File: src/rtl/button_debounce_evn.sv
// ---------------------------------------------------------------------------
// button_debounce_evn
// Input-side front end for the LIFCL-40-EVN push buttons / DIP switches.
// Each raw pin is synchronised, debounced on a prescaled tick, and reported
// as a clean level. It also produces one-cycle press/release pulses and a
// valid/ready event stream that carries the channel index and direction.
//
// Ports
//   clk        in   1     system clock (internal oscillator)
//   gsrn       in   1     asynchronous active-low reset
//   btn_n      in   N     raw asynchronous board pins
//   state      out  N     debounced level, 1 = pressed
//   press      out  N     one-cycle pulse on debounced 0->1
//   release_o  out  N     one-cycle pulse on debounced 1->0
//   ev_valid   out  1     event available
//   ev_ready   in   1     consumer accepts the event when ev_valid && ev_ready
//   ev_idx     out  IDXW  channel of the current event
//   ev_press   out  1     1 = press event, 0 = release event
//   ev_overrun out  1     sticky: an unconsumed event was overwritten
//   ov_clr     in   1     synchronous clear of ev_overrun
// ---------------------------------------------------------------------------
module button_debounce_evn #(
    parameter int N          = 8,
    parameter int TICK_DIV   = 16,
    parameter int DB_CNT     = 4,
    parameter int ACTIVE_LOW = 1,
    parameter int IDXW       = (N > 1) ? $clog2(N) : 1
) (
    input  logic            clk,
    input  logic            gsrn,
    input  logic [N-1:0]    btn_n,
    output logic [N-1:0]    state,
    output logic [N-1:0]    press,
    output logic [N-1:0]    release_o,
    output logic            ev_valid,
    input  logic            ev_ready,
    output logic [IDXW-1:0] ev_idx,
    output logic            ev_press,
    output logic            ev_overrun,
    input  logic            ov_clr
);

    localparam int CNTW = (DB_CNT > 1) ? $clog2(DB_CNT) : 1;
    localparam logic [CNTW-1:0] CNT_MAX = CNTW'(DB_CNT - 1);
    localparam logic [CNTW-1:0] CNT_ONE = CNTW'(1);
    // Synchroniser reset value is the released (idle) pin level.
    localparam logic [N-1:0] IDLE_PIN = {N{ACTIVE_LOW != 0}};

    logic [N-1:0]    sync1_q, sync2_q;
    logic [N-1:0]    s;
    logic            tick;
    logic [CNTW-1:0] cnt_q [N];
    logic [CNTW-1:0] cnt_d [N];
    logic [N-1:0]    state_q, state_d;
    logic [N-1:0]    press_q, press_d;
    logic [N-1:0]    release_q, release_d;
    logic [N-1:0]    pend_q, pend_d;
    logic [N-1:0]    dir_q, dir_d;
    logic            ev_valid_q, ev_valid_d;
    logic [IDXW-1:0] ev_idx_q, ev_idx_d;
    logic            ev_press_q, ev_press_d;
    logic            ev_overrun_q, ev_overrun_d;

    // Two-flop synchroniser; s is the "pressed" view of the pin.
    always_ff @(posedge clk or negedge gsrn) begin
        if (!gsrn) begin
            sync1_q <= IDLE_PIN;
            sync2_q <= IDLE_PIN;
        end else begin
            sync1_q <= btn_n;
            sync2_q <= sync1_q;
        end
    end

    assign s = (ACTIVE_LOW != 0) ? ~sync2_q : sync2_q;

    // Debounce sample tick: free-running prescaler, tick while all-ones.
    generate
        if (TICK_DIV == 0) begin : g_nodiv
            assign tick = 1'b1;
        end else begin : g_div
            localparam logic [TICK_DIV-1:0] PRE_ONE = TICK_DIV'(1);
            logic [TICK_DIV-1:0] presc_q, presc_d;

            always_comb presc_d = presc_q + PRE_ONE;

            always_ff @(posedge clk or negedge gsrn) begin
                if (!gsrn) presc_q <= '0;
                else       presc_q <= presc_d;
            end

            assign tick = &presc_q;
        end
    endgenerate

    // Per-channel debounce: a level change needs DB_CNT consecutive
    // disagreeing ticks; any agreeing tick restarts the count.
    always_comb begin
        state_d   = state_q;
        press_d   = '0;
        release_d = '0;
        for (int i = 0; i < N; i++) begin
            cnt_d[i] = cnt_q[i];
            if (tick) begin
                if (s[i] == state_q[i]) begin
                    cnt_d[i] = '0;
                end else if (cnt_q[i] == CNT_MAX) begin
                    cnt_d[i]     = '0;
                    state_d[i]   = s[i];
                    press_d[i]   = s[i];
                    release_d[i] = ~s[i];
                end else begin
                    cnt_d[i] = cnt_q[i] + CNT_ONE;
                end
            end
        end
    end

    // Event path. Candidates are already-pending channels plus edges arriving
    // this cycle, so a fresh edge reaches an empty slot without a pend stop.
    // For a pending channel the older stored event is delivered first and a
    // simultaneous new edge stays pending (set wins over load-clear).
    always_comb begin
        logic [N-1:0]    edge_now;
        logic            load;
        logic            found;
        logic [IDXW-1:0] sel_idx;
        logic            sel_dir;
        logic            taken;
        logic            ovr_new;

        edge_now = press_q | release_q;
        load     = !ev_valid_q || ev_ready;
        found    = 1'b0;
        sel_idx  = '0;
        sel_dir  = 1'b0;
        ovr_new  = 1'b0;
        pend_d   = pend_q;
        dir_d    = dir_q;

        // Ascending scan: the lowest-index candidate wins.
        for (int i = 0; i < N; i++) begin
            if ((pend_q[i] || edge_now[i]) && !found) begin
                found   = 1'b1;
                sel_idx = IDXW'(i);
                sel_dir = pend_q[i] ? dir_q[i] : state_q[i];
            end
        end

        for (int i = 0; i < N; i++) begin
            taken = load && found && (sel_idx == IDXW'(i));
            if (taken) pend_d[i] = pend_q[i] & edge_now[i];
            else       pend_d[i] = pend_q[i] | edge_now[i];
            // state_q already holds the new level while the edge pulse is high.
            if (edge_now[i]) dir_d[i] = state_q[i];
            if (edge_now[i] && pend_q[i] && !taken) ovr_new = 1'b1;
        end

        ev_valid_d = ev_valid_q;
        ev_idx_d   = ev_idx_q;
        ev_press_d = ev_press_q;
        if (load) begin
            ev_valid_d = found;
            if (found) begin
                ev_idx_d   = sel_idx;
                ev_press_d = sel_dir;
            end
        end

        // A new overrun beats a simultaneous clear.
        ev_overrun_d = (ev_overrun_q & ~ov_clr) | ovr_new;
    end

    always_ff @(posedge clk or negedge gsrn) begin
        if (!gsrn) begin
            for (int i = 0; i < N; i++) cnt_q[i] <= '0;
            state_q      <= '0;
            press_q      <= '0;
            release_q    <= '0;
            pend_q       <= '0;
            dir_q        <= '0;
            ev_valid_q   <= 1'b0;
            ev_idx_q     <= '0;
            ev_press_q   <= 1'b0;
            ev_overrun_q <= 1'b0;
        end else begin
            for (int i = 0; i < N; i++) cnt_q[i] <= cnt_d[i];
            state_q      <= state_d;
            press_q      <= press_d;
            release_q    <= release_d;
            pend_q       <= pend_d;
            dir_q        <= dir_d;
            ev_valid_q   <= ev_valid_d;
            ev_idx_q     <= ev_idx_d;
            ev_press_q   <= ev_press_d;
            ev_overrun_q <= ev_overrun_d;
        end
    end

    assign state      = state_q;
    assign press      = press_q;
    assign release_o  = release_q;
    assign ev_valid   = ev_valid_q;
    assign ev_idx     = ev_idx_q;
    assign ev_press   = ev_press_q;
    assign ev_overrun = ev_overrun_q;

endmodule

File: config.mk
export PLATFORM = sky130hd
export DESIGN_NAME = button_debounce_evn
export DESIGN_NICKNAME = d
export VERILOG_FILES = /design/src/rtl/button_debounce_evn.sv
export SDC_FILE = /design/constraint.sdc
export NUM_CORES = 1
export LEC_CHECK = 0
export ABC_CLOCK_PERIOD_IN_PS = 2800
export BUFFER_PORTS_ARGS = -buffer_cell sky130_fd_sc_hd__buf_4
export CORE_MARGIN = 1.5
export CORE_UTILIZATION = 63
export CTS_CLUSTER_SIZE = 40
export DETAILED_ROUTE_END_ITERATION = 16
export PLACE_DENSITY = 0.91
export SETUP_SLACK_MARGIN = 0.15
export SYNTH_ARGS = -nofsm -noshare
export SYNTH_HDL_FRONTEND = slang
export SYNTH_SLANG_ARGS = --single-unit
File: constraint.sdc
create_clock -name clk -period 2.8 [get_ports clk]
set_clock_uncertainty 0.15 [all_clocks]
set_input_delay 0.7 -clock clk [delete_from_list [all_inputs] [get_ports clk]]
set_output_delay 0.7 -clock clk [all_outputs]
set_load 0.01 [all_outputs]
# [Word level (Yosys, flattened, before mapping)]
# Index checks and enable logic that the tools add are counted.
[totals] ram_bits=0 word_cells=282 latch_bits=0 output_inout_bits=30 mem_bits_ro=0 input_bits=12 ff_bits=94 memories=0
[classes] multipliers=0 shift=0 mux=111 bitwise=37 div=0 n_reduce_logical=68 n_eq_ne=23 n_addsub=9 magnitude_cmp=0
[ops] operator="18-bit AND reduction" count=8
[ops] operator="1-bit 2-to-1 mux" count=89
[ops] operator="2-bit 2-to-1 mux" count=17
[ops] operator="1-bit logical AND" count=32
[ops] operator="1-bit inverter" count=17
[ops] operator="16-bit by 1-bit adder with 16-bit output, second input constant" count=1
[ops] operator="2-bit by 1-bit adder with 2-bit output, second input constant" count=8
[ops] operator="2-bit equality test, second input constant" count=8
[ops] operator="1-bit logical NOT" count=16
[ops] operator="16-bit AND reduction" count=1
[ops] operator="3-bit 2-to-1 mux" count=5
[ops] operator="3-bit equality test, second input constant" count=4
[ops] operator="1-bit bitwise AND" count=9
[ops] operator="1-bit logical OR" count=9
[ops] operator="1-bit bitwise OR" count=9
[ops] operator="1-bit equality test" count=8
[ops] operator="8-bit inverter" count=1
[ops] operator="8-bit bitwise OR" count=1
[ops] operator="3-bit by 2-bit equality test with 1-bit output, second input constant" count=2
[ops] operator="3-bit by 1-bit equality test with 1-bit output, second input constant" count=1
[ops] operator="3-bit logical NOT" count=1
[ops] operator="2-bit AND reduction" count=1

# [Logic depth before layout (Yosys ltp)]
# Gate-level depths: netlist of the first run.
[depth] ltp_word=37 ltp_mapped=9 mapped_depth_nobuf=7

# [Worst setup path before layout of the first run]
# Ideal clock, no wire load.
[synth_timing] kind="input port to flip-flop" start="in ev_ready" end="reg ev_overrun_q (netlist: ev_overrun)" path_stages=7 t_required_ps=2520 setup_ps=130 slack_ps=757 arrival_ps=1763 path_buffers=1 cell_sequence="nand2b_1 buf_2 nand3_4 nand2b_1 and3_1 a2111oi_4 nand2_1"
[synth_via] elab_chain_len=14 elab_cells_between_ends=35 classes_between="8 x mux; 1 x bitwise; 26 x reduce/logical"
[synth_rtl] element="start, declared" line_no="36" source="input logic ev_ready,"
[synth_rtl] element="1-bit logical OR *" line_no="133" source="load = !ev_valid_q || ev_ready;"
[synth_rtl] element="1-bit logical AND *" line_no="151" source="taken = load && found && (sel_idx == IDXW'(i));"
[synth_rtl] element="1-bit logical AND" line_no="151"
[synth_rtl] element="1-bit logical NOT" line_no="156" source="if (edge_now[i] && pend_q[i] && !taken) ovr_new = 1'b1;"
[synth_rtl] element="1-bit logical AND" line_no="156"
[synth_rtl] element="1-bit 2-to-1 mux (7 in series)" line_no="156"
[synth_rtl] element="1-bit 2-to-1 mux *" line_no="156"
[synth_rtl] element="1-bit bitwise OR *" line_no="171" source="ev_overrun_d = (ev_overrun_q & ~ov_clr) | ovr_new;"
[synth_rtl] element="named net ev_overrun_d" line_no="62" source="logic ev_overrun_q, ev_overrun_d;"
[synth_rtl] element="end signal, assigned" line_no="196" source="ev_overrun_q <= ev_overrun_d;"
[synth_rtl] element="end, declared" line_no="62"
# Mark *: on every way through the listed nets, which the timed path passes. The rest lies on a longest branch.
# A chain may end at the register's enable or synchronous reset.

# [Worst setup path after layout of the first run]
[layout_timing] start="reg g_div.presc_q[0]" end="reg cnt_q[6] (netlist bit)"
[layout_via] elab_chain_len=1
[layout_rtl] element="start, declared" line_no="83" source="logic [TICK_DIV-1:0] presc_q, presc_d;"
[layout_rtl] element="start signal, assigned" line_no="89" source="else presc_q <= presc_d;"
[layout_rtl] element="16-bit AND reduction" line_no="92" source="assign tick = &presc_q;"
[layout_rtl] element="end, declared" line_no="52" source="logic [CNTW-1:0] cnt_q [N];"
# Every way passes these cells.

==> reports/qor.txt, run 1 <==
Area contributors post-synth: dfrtp_1 47%, dfstp_2 10%, nand2_1 7.3%, xnor2_1 3.8%, nor2_1 3.3%
CP most frequent cell: nand3_1
crit path buf inv count: 1
post-synthesis sequential area ratio: 0.576
CTS tree: yes
Synth top area share: 0.474
Inserted Diodes: 0
initial antenna violation count: 0
Crit path required time: 2.90 ns
Initial Utilization: 0.649
flop and latch count out of synthesis: 94
root buffer cell: clkbuf_8
Die Ht: 83.9 um
Mapped Avg Cell Area: 10.5 sq um
# rows: 29
Avg Vias per Cell: 5.90
area leader, netlist: dfrtp_1
Sum Neg Setup Slack: 0 ns
FFs w/ async S/R, synth: 1.00
clock slew at the register clock pins of the worst setup and hold paths: 0.10 ns
GP Congestion: 0.907
EDFF count, synth: 0
Initial DRT Pass Iterations: 5
fmax: 429 MHz
synthesized area: 0.00412 sq mm
Fin Hold WS: 0.167 ns
Final Hold Viols: 0
PwrDens: 534 mW/mm^2
GR Overflow Total: 0
crit path time final: 2.33 ns
later-pin clock latency in the skew report: 0.35 ns
area taken by multi-input logic gates: 0.00166 sq mm
WL/cell: 16.4 um
CP Launch Type: register
layout cells sized above 1: 0.208
post-placement setup slack: 0.501 ns
hold buffers post-CTS: 0
syn_nets: 413
WP data arrival: 2.44 ns
critical path's top delay family: simple AND/OR/NAND/NOR gates
Max-slew headroom: 0.629
first-pass GRT wire length: 14400 um
critical path's slowest cell: dfrtp_1
vias: 3096
Synth-to-Final Area Change: 15.0%
Critical R2R Launch: g_div.presc_q[0]
final WL: 8620 um
CORE AREA: 0.00635 sq mm
Post-synth top flop: dfrtp_1
worst min path class: primary input to async pin
crit path max fanout: 15
crit-path cells: ha_1, nand3_1, nor2_1, and3_1, nand3_1, buf_4, o21ai_0
VDD IR-drop max: 546 uV
gr usage total: 0.257
post-cts sizing count: 0
PortBufs: 41
largest net degree at the start of global routing: 41
R2R Path End: cnt_q[6]
Final ANT Viol Nets: 0
Max Slew Vio Count: 0
Register-to-Register Path Depth: 7
DP HPWL: 6120 um
total clock sinks: 94
DRT iter0 DRCs: 232
DR DRC count: 0
CP endpoint kind: register
NumNets Final: 464
Mapped Cells: 392
Leakage: 2.37 nW
post-layout power: 0.00253 W
post-CTS setup buffer count: 0
Period Utilization, post-route: 0.833
unrepaired setup endpoints after global routing: false
max-cap violations: 0
Slowest Stage Delay on Critical Path: 0.39 ns
Netlist cell types: 53
CTS H-tree lvls: 3
die width: 83.9 um
area occupied by registers: 0.00237 sq mm
status: finished clean
reg2reg setup slack: 0.47 ns
filler instances: 409
number of global-route vias before repair: 3089
Ports: 42
die area: 0.00703 sq mm
worst slew pin tran: 0.553 ns
Final Setup Violations: 0
maximum clock insertion buffer count: 2
kind of critical path: register to register
yosys warns: 0
final worst setup slack: 0.467 ns
CTS Buf Count: 9
[registers in the layout, indices dropped and copies added (netlist names), 3 cells and up]
register and cells:
g_div.presc_q 16, release_o 8, press 8, dir_q 8, sync2_q 8, cnt_q 16
sync1_q 8, ev_idx 3, state 8, pend_q 8
[layer usage]
metal	vias up	routed length, um	track usage
met3	23	450	0.0465
met2	124	4290	0.427
met5	-	0	0
li1	1447	-	-
met1	1502	3700	0.340
met4	0	177	0.0969
[cells by family after synthesis]
| kind of cell | after synthesis | synth area share |
|---|---|---|
| muxes | 9 | 0.0219 |
| and+or+nand+nor | 181 | 0.208 |
| DFF | 94 | 0.576 |
| buffers and inverters | 19 | 0.0219 |
| AOI/OAI and AO/OA | 56 | 0.0930 |
| adders and majority gates | 11 | 0.0322 |
| xor gates and xnor gates | 22 | 0.0468 |
[through the flow]
stage | cells | util | cell area (sq um)
after floorplan | 392 | - | 4120
after detailed placement | 509 | 0.714 | 4530
after global placement | 509 | 0.714 | 4530
after global routing | 525 | 0.746 | 4740
after CTS | 525 | 0.746 | 4740
final | 525 | 0.746 | 4740
[synthesized netlist by cell type, drive strengths merged, types with 2 or more instances]
cell type / instances
a21oi: 10
nor2b: 2
nor3: 18
inv: 13
o211ai: 2
and2: 3
ha: 9
and4: 2
nand2b: 3
nor2: 37
xnor2: 18
o311ai: 2
or2: 3
dfrtp: 78
o22ai: 2
o2bb2ai: 2
o21ai: 23
and3: 11
buf: 6
xor2: 4
maj3: 2
mux2i: 9
dfstp: 16
a31oi: 3
nand2: 80
nor4: 2
nand3: 18
[cell type report]
cell class	instances	share of cell area
tap	77	0.0203
sequential	94	0.501
multi-input combinational	279	0.350
clock inverter	6	0.0143
timing repair buffer	46	0.0755
inverter	13	0.0103
clock buffer	10	0.0291
[worst max path at each step]
| stage | from | cells past startpoint | endpoint |
|---|---|---|---|
| 2_1_floorplan | ev_ready | 7 | ev_overrun |
| 3_3_place_gp | g_div.presc_q[0] | 8 | cnt_q[6] |
| 3_5_place_dp | g_div.presc_q[0] | 7 | cnt_q[6] |
| 4_1_cts | g_div.presc_q[0] | 7 | cnt_q[6] |
| 5_1_grt | g_div.presc_q[0] | 8 | cnt_q[14] |
| 6_report | g_div.presc_q[0] | 7 | cnt_q[6] |
[cells in the final DEF, fill, tap and decap left out, types with 3 or more instances in the layout]
cell type / n
a21oi_1: 9
a31oi_1: 3
and2_1: 3
and3_1: 10
buf_4: 45
clkbuf_8: 10
dfrtp_1: 78
dfstp_2: 16
ha_1: 9
inv_1: 13
mux2i_1: 9
nand2_1: 80
nand2b_1: 3
nand3_1: 17
nor2_1: 36
nor3_1: 14
nor3_2: 4
o21ai_0: 17
o21ai_1: 5
xnor2_1: 18
xor2_1: 4
[worst register-to-register path, cell delays in order, from the launching register on]
cell and delay (ns):
dfrtp_1 0.39, ha_1 0.19, nand3_1 0.13, nor2_1 0.27, and3_1 0.29, nand3_1 0.30, buf_4 0.30, o21ai_0 0.22
[where the power goes]
| part | internal (W) | total, W | leakage [nW] | switching, W |
|---|---|---|---|---|
| clock network | 0.000442 | 0.000925 | 0.0993 | 0.000482 |
| registers | 0.00140 | 0.00142 | 1.24 | 0.0000248 |
| logic | 0.0000765 | 0.000182 | 1.03 | 0.000106 |
| total | 0.00192 | 0.00253 | 2.37 | 0.000613 |
Power figures use the tool's default switching activity.
==> run 2: changes to the inputs <==
Settings changed: ABC_CLOCK_PERIOD_IN_PS 2800 to 2100, CORE_UTILIZATION 63 to 53, PLACE_DENSITY 0.91 to 0.83.
Clock period 2.8 ns to 2.1 ns, I/O delays scaled along.
==> run 2 against run 1 <==
Compared with the run above:
- sequential power increased by 34%
- worst setup slack worse by 0.38 ns
- highest routed layer unchanged
- combinational power up 63%
- cell area grew 8.6%
- non-clock buffer count up 25
- hold slack worse by 0.057 ns
- fmax increased by 16%
- largest cell class unchanged
- clock power grew 18%
- sequential cell count stayed put
- global-route usage shrank 4.1 points
==> reports/qor.txt, run 2 (synthesized netlist as in run 1, its figures left out) <==
commonest non-fill, non-tap cell in the layout: nand2_1
initial antenna violation count: 0
status: finished clean
Initial Utilization: 0.559
maximum clock insertion buffer count: 2
area occupied by registers: 0.00238 sq mm
CP Launch Type: register
vias: 3147
root buffer cell: clkbuf_8
crit path max fanout: 5
Final Hold Viols: 0
Synth-to-Final Area Change: 24.9%
GR Overflow Total: 0
CTS H-tree lvls: 3
CTS Buf Count: 9
DRT iter0 DRCs: 143
Sum Neg Setup Slack: 0 ns
critical path's top delay family: simple AND/OR/NAND/NOR gates
clock slew at the register clock pins of the worst setup and hold paths: 0.09 ns
Final Setup Violations: 0
GP Congestion: 0.931
R2R Path End: pend_q[4]
Cells after DPL: 537
Final ANT Viol Nets: 0
Crit path required time: 2.20 ns
biggest regs: cnt_q x16, g_div.presc_q x16
Inserted Diodes: 0
worst slew pin tran: 0.423 ns
WP data arrival: 2.11 ns
Initial DRT Pass Iterations: 8
largest net degree at the start of global routing: 37
worst min path class: primary input to register
reg2reg setup slack: 0.09 ns
unrepaired setup endpoints after global routing: true
Leakage: 2.51 nW
DP HPWL: 6040 um
area taken by multi-input logic gates: 0.00184 sq mm
Critical R2R Launch: pend_q[3]
PortBufs: 41
CP endpoint kind: register
Max-slew headroom: 0.718
number of global-route vias before repair: 3051
Max Slew Vio Count: 0
max-cap violations: 0
critical path's slowest cell: dfrtp_1
CORE AREA: 0.00737 sq mm
Avg Vias per Cell: 5.50
NumNets Final: 489
filler instances: 527
first-pass GRT wire length: 14100 um
Period Utilization, post-route: 0.959
WL/cell: 15.4 um
VDD IR-drop max: 387 uV
Ports: 42
DR DRC count: 0
# rows: 31
Non-Filler Instances: 572
crit path time final: 2.01 ns
gr usage total: 0.216
Register-to-Register Path Depth: 6
CP most frequent cell: nand2_1
kind of critical path: register to register
Slowest Stage Delay on Critical Path: 0.47 ns
post-layout power: 0.00329 W
final WL: 8840 um
later-pin clock latency in the skew report: 0.36 ns
fmax: 496 MHz
HP Start: btn_n[7]
Worst Hold End: sync1_q[7]
die width: 91.2 um
Die Ht: 91.2 um
layout cells sized above 1: 0.311
Critical Path Source: pend_q[3]
CTS tree: yes
die area: 0.00831 sq mm
total clock sinks: 94
crit-path cells: nor3_4, nand2_1, nor2_4, buf_4, nand2_1, maj3_1
PwrDens: 639 mW/mm^2
most frequent cells in the layout: 78 x nand2_1, 73 x dfrtp_1, 65 x buf_4
crit path buf inv count: 1
hold depth: 1
==> run 2: changes by cell type in the layout (fill, tap and decap cells not counted), sizes merged <==
cell / previous run / this run
buf: 46 / 70
clkbuf: 10 / 12
bufinv: 1 / 0
clkinv: 1 / 0
clkinvlp: 2 / 3
dlygate4sd3: 0 / 1
inv: 15 / 14
==> run 2: worst register-to-register path: stages (launching register included) <==
cell and delay (ns):
dfrtp_1 0.47, nor3_4 0.35, nand2_1 0.17, nor2_4 0.20
buf_4 0.14, nand2_1 0.05, maj3_1 0.36
==> run 2: power by group <==
group / switching, W / internal, W / total [W]
Combinational: 0.000156 / 0.000140 / 0.000296
Sequential: 0.0000397 / 0.00186 / 0.00190
Clock: 0.000622 / 0.000468 / 0.00109
Total: 0.000818 / 0.00247 / 0.00329
==> run 2: routing by layer <==
layer  up-vias  part of all wire  track usage
met3        23             0.041       0.0385
met4         0             0.026        0.108
li1       1487                 -            -
met1      1555              0.42        0.270
met2        82              0.51        0.359
met5         -                 0            0
==> run 2: final cells by class <==
class                           instances  area share
Sequential cell                        94       0.462
Multi-Input combinational cell        279       0.357
Tap cell                               99      0.0241
Clock inverter                          4     0.00608
Inverter                               13     0.00948
Clock buffer                           12      0.0282
Timing Repair Buffer                   71       0.113
==> run 2: metrics by stage <==
| step | area, sq um | hold WS [ns] | utilization | setup slack (ns) |
|---|---|---|---|---|
| final | 5140 | 0.110 | 0.698 | 0.0857 |
| after global routing | 5140 | 0.0957 | 0.698 | 0.0314 |
| after CTS | 4880 | 0.0975 | 0.663 | 0.105 |
| after detailed placement | 4630 | 0.197 | 0.628 | 0.0632 |
| after global placement | 4630 | 0.196 | 0.628 | 0.122 |
| after floorplan | 4120 | 0.0794 | - | 0.161 |
==> run 2: how the worst max path moves through the flow <==
stage / to / slack, ns / cells past startpoint
floorplan: ev_overrun / 0.16 / 6
global placement: ev_overrun / 0.12 / 7
detailed placement: ev_overrun / 0.06 / 7
CTS: ev_overrun / 0.10 / 6
global route: ev_overrun / 0.03 / 6
finish: pend_q[4] / 0.09 / 6
==> run 2: timing repair <==
item	in CTS	in global routing
hold buffers	1	0
setup buffers	3	15
setup endpoints to repair	8	40
pin swaps	3	17
endpoints found under the hold margin	26	0
resized for setup	9	37
==> run 3: changes to the inputs <==
Settings changed: CORE_MARGIN 1.5 to 2.
==> run 3 against run 2 <==
Compared with the run above:
- global-route usage increased by 0.23 points
- sequential share of layout area decreased by 0.49 points
- combinational power decreased by 5%
- clock power about the same
- worst setup slack improved by 0.064 ns
- largest power group unchanged
- highest routed layer unchanged
==> reports/qor.txt, run 3 (synthesized netlist as in run 1, its figures left out) <==
Die Ht: 92.2 um
NumNets Final: 496
Max Slew Vio Count: 0
Final Hold Viols: 0
post-route cell area: 0.00520 sq mm
most frequent cells in the layout: 79 x nand2_1, 74 x dfrtp_1, 72 x buf_4
clock slew at the register clock pins of the worst setup and hold paths: 0.11 ns
commonest non-fill, non-tap cell in the layout: nand2_1
status: finished clean
layout cells sized above 1: 0.327
Inserted Diodes: 0
Max-slew headroom: 0.698
biggest regs: cnt_q x16, g_div.presc_q x16
maximum clock insertion buffer count: 2
die width: 92.2 um
GP Congestion: 0.898
Initial DRT Pass Iterations: 4
gr usage total: 0.218
reg2reg setup slack: 0.15 ns
Worst Hold End: sync1_q[7]
DP HPWL: 6220 um
Register-to-Register Path Depth: 7
# rows: 32
CTS Buf Count: 9
CTS tree: yes
first-pass GRT wire length: 14500 um
Fin Hold WS: 0.103 ns
worst slew pin tran: 0.453 ns
Sum Neg Setup Slack: 0 ns
PwrDens: 631 mW/mm^2
final WL: 9140 um
HP Start: btn_n[7]
die area: 0.00849 sq mm
kind of critical path: register to register
DRT iter0 DRCs: 151
root buffer cell: clkbuf_8
CP Launch Type: register
vias: 3143
Synth-to-Final Area Change: 26.2%
area of placed instances: 0.00465 sq mm
unrepaired setup endpoints after global routing: true
WL/cell: 15.7 um
DR DRC count: 0
Initial Utilization: 0.541
hold depth: 1
Final ANT Viol Nets: 0
CORE AREA: 0.00761 sq mm
R2R Path End: ev_overrun
Period Utilization, post-route: 0.929
fmax: 513 MHz
largest net degree at the start of global routing: 34
WP data arrival: 2.05 ns
GR Overflow Total: 0
post-layout power: 0.00328 W
Crit path required time: 2.20 ns
Critical Path Source: release_o[0]
Ports: 42
PortBufs: 41
later-pin clock latency in the skew report: 0.37 ns
initial antenna violation count: 0
worst min path class: primary input to register
number of global-route vias before repair: 3118
max-cap violations: 0
Leakage: 2.56 nW
Avg Vias per Cell: 5.40
Final Setup Violations: 0
CTS H-tree lvls: 3
total clock sinks: 94
crit path max fanout: 4
CP endpoint kind: register
Critical R2R Launch: release_o[0]
crit path time final: 1.95 ns
VDD IR-drop max: 391 uV
==> run 3: cell type report <==
class / instances / area (sq um)
Inverter: 13 / 48.8
Clock inverter: 6 / 47.5
Clock buffer: 10 / 128
Sequential cell: 94 / 2380
Multi-Input combinational cell: 279 / 1840
Tap cell: 102 / 128
Fill cell: 558 / 2410
Timing Repair Buffer: 78 / 624
==> run 3: layer usage <==
metal  routed length (um)  GRT usage  vias to the layer above
met3                  303     0.0304                       14
li1                     -          -                     1513
met5                    0          0                        -
met2                 4860      0.368                       71
met1                 3800      0.281                     1545
met4                  178     0.0970                        0
==> run 3: stage by stage <==
| step | instances | setup slack [ns] | utilization |
|---|---|---|---|
| finish | 582 | 0.149 | 0.683 |
| global route | 582 | 0.0902 | 0.683 |
| CTS | 568 | 0.140 | 0.650 |
| detailed placement | 544 | 0.0501 | 0.611 |
| global placement | 544 | 0.0957 | 0.611 |
| floorplan | 392 | 0.161 | - |
==> run 3: critical path, cell delays in order, from the launching register on <==
cell and delay [ns]:
dfrtp_2 0.45, nor4_4 0.39, nand3_4 0.15, buf_4 0.16
a32oi_2 0.16, nor2_1 0.09, a2111oi_4 0.20, nand2_1 0.08
==> run 3: power by group <==
part	leakage, nW	internal [W]	switching [W]
registers	1.23	0.00186	0.0000397
logic	1.24	0.000132	0.000150
clock network	0.0868	0.000439	0.000654
==> run 3: worst max-delay path by stage <==
stage / end / slack [ns] / cells after the start
after floorplan: ev_overrun / 0.16 / 6
after global placement: ev_overrun / 0.1 / 7
after detailed placement: cnt_q[10] / 0.05 / 8
after CTS: ev_overrun / 0.14 / 6
after global routing: ev_overrun / 0.09 / 7
final: ev_overrun / 0.15 / 7
==> run 3: repair_timing <==
action,in CTS,in global routing
cloned,0,1
hold endpoints to repair,31,0
pin swaps,8,15
hold buffers,1,0
setup buffers,7,13
gates resized for setup,15,37
setup endpoints to repair,29,47
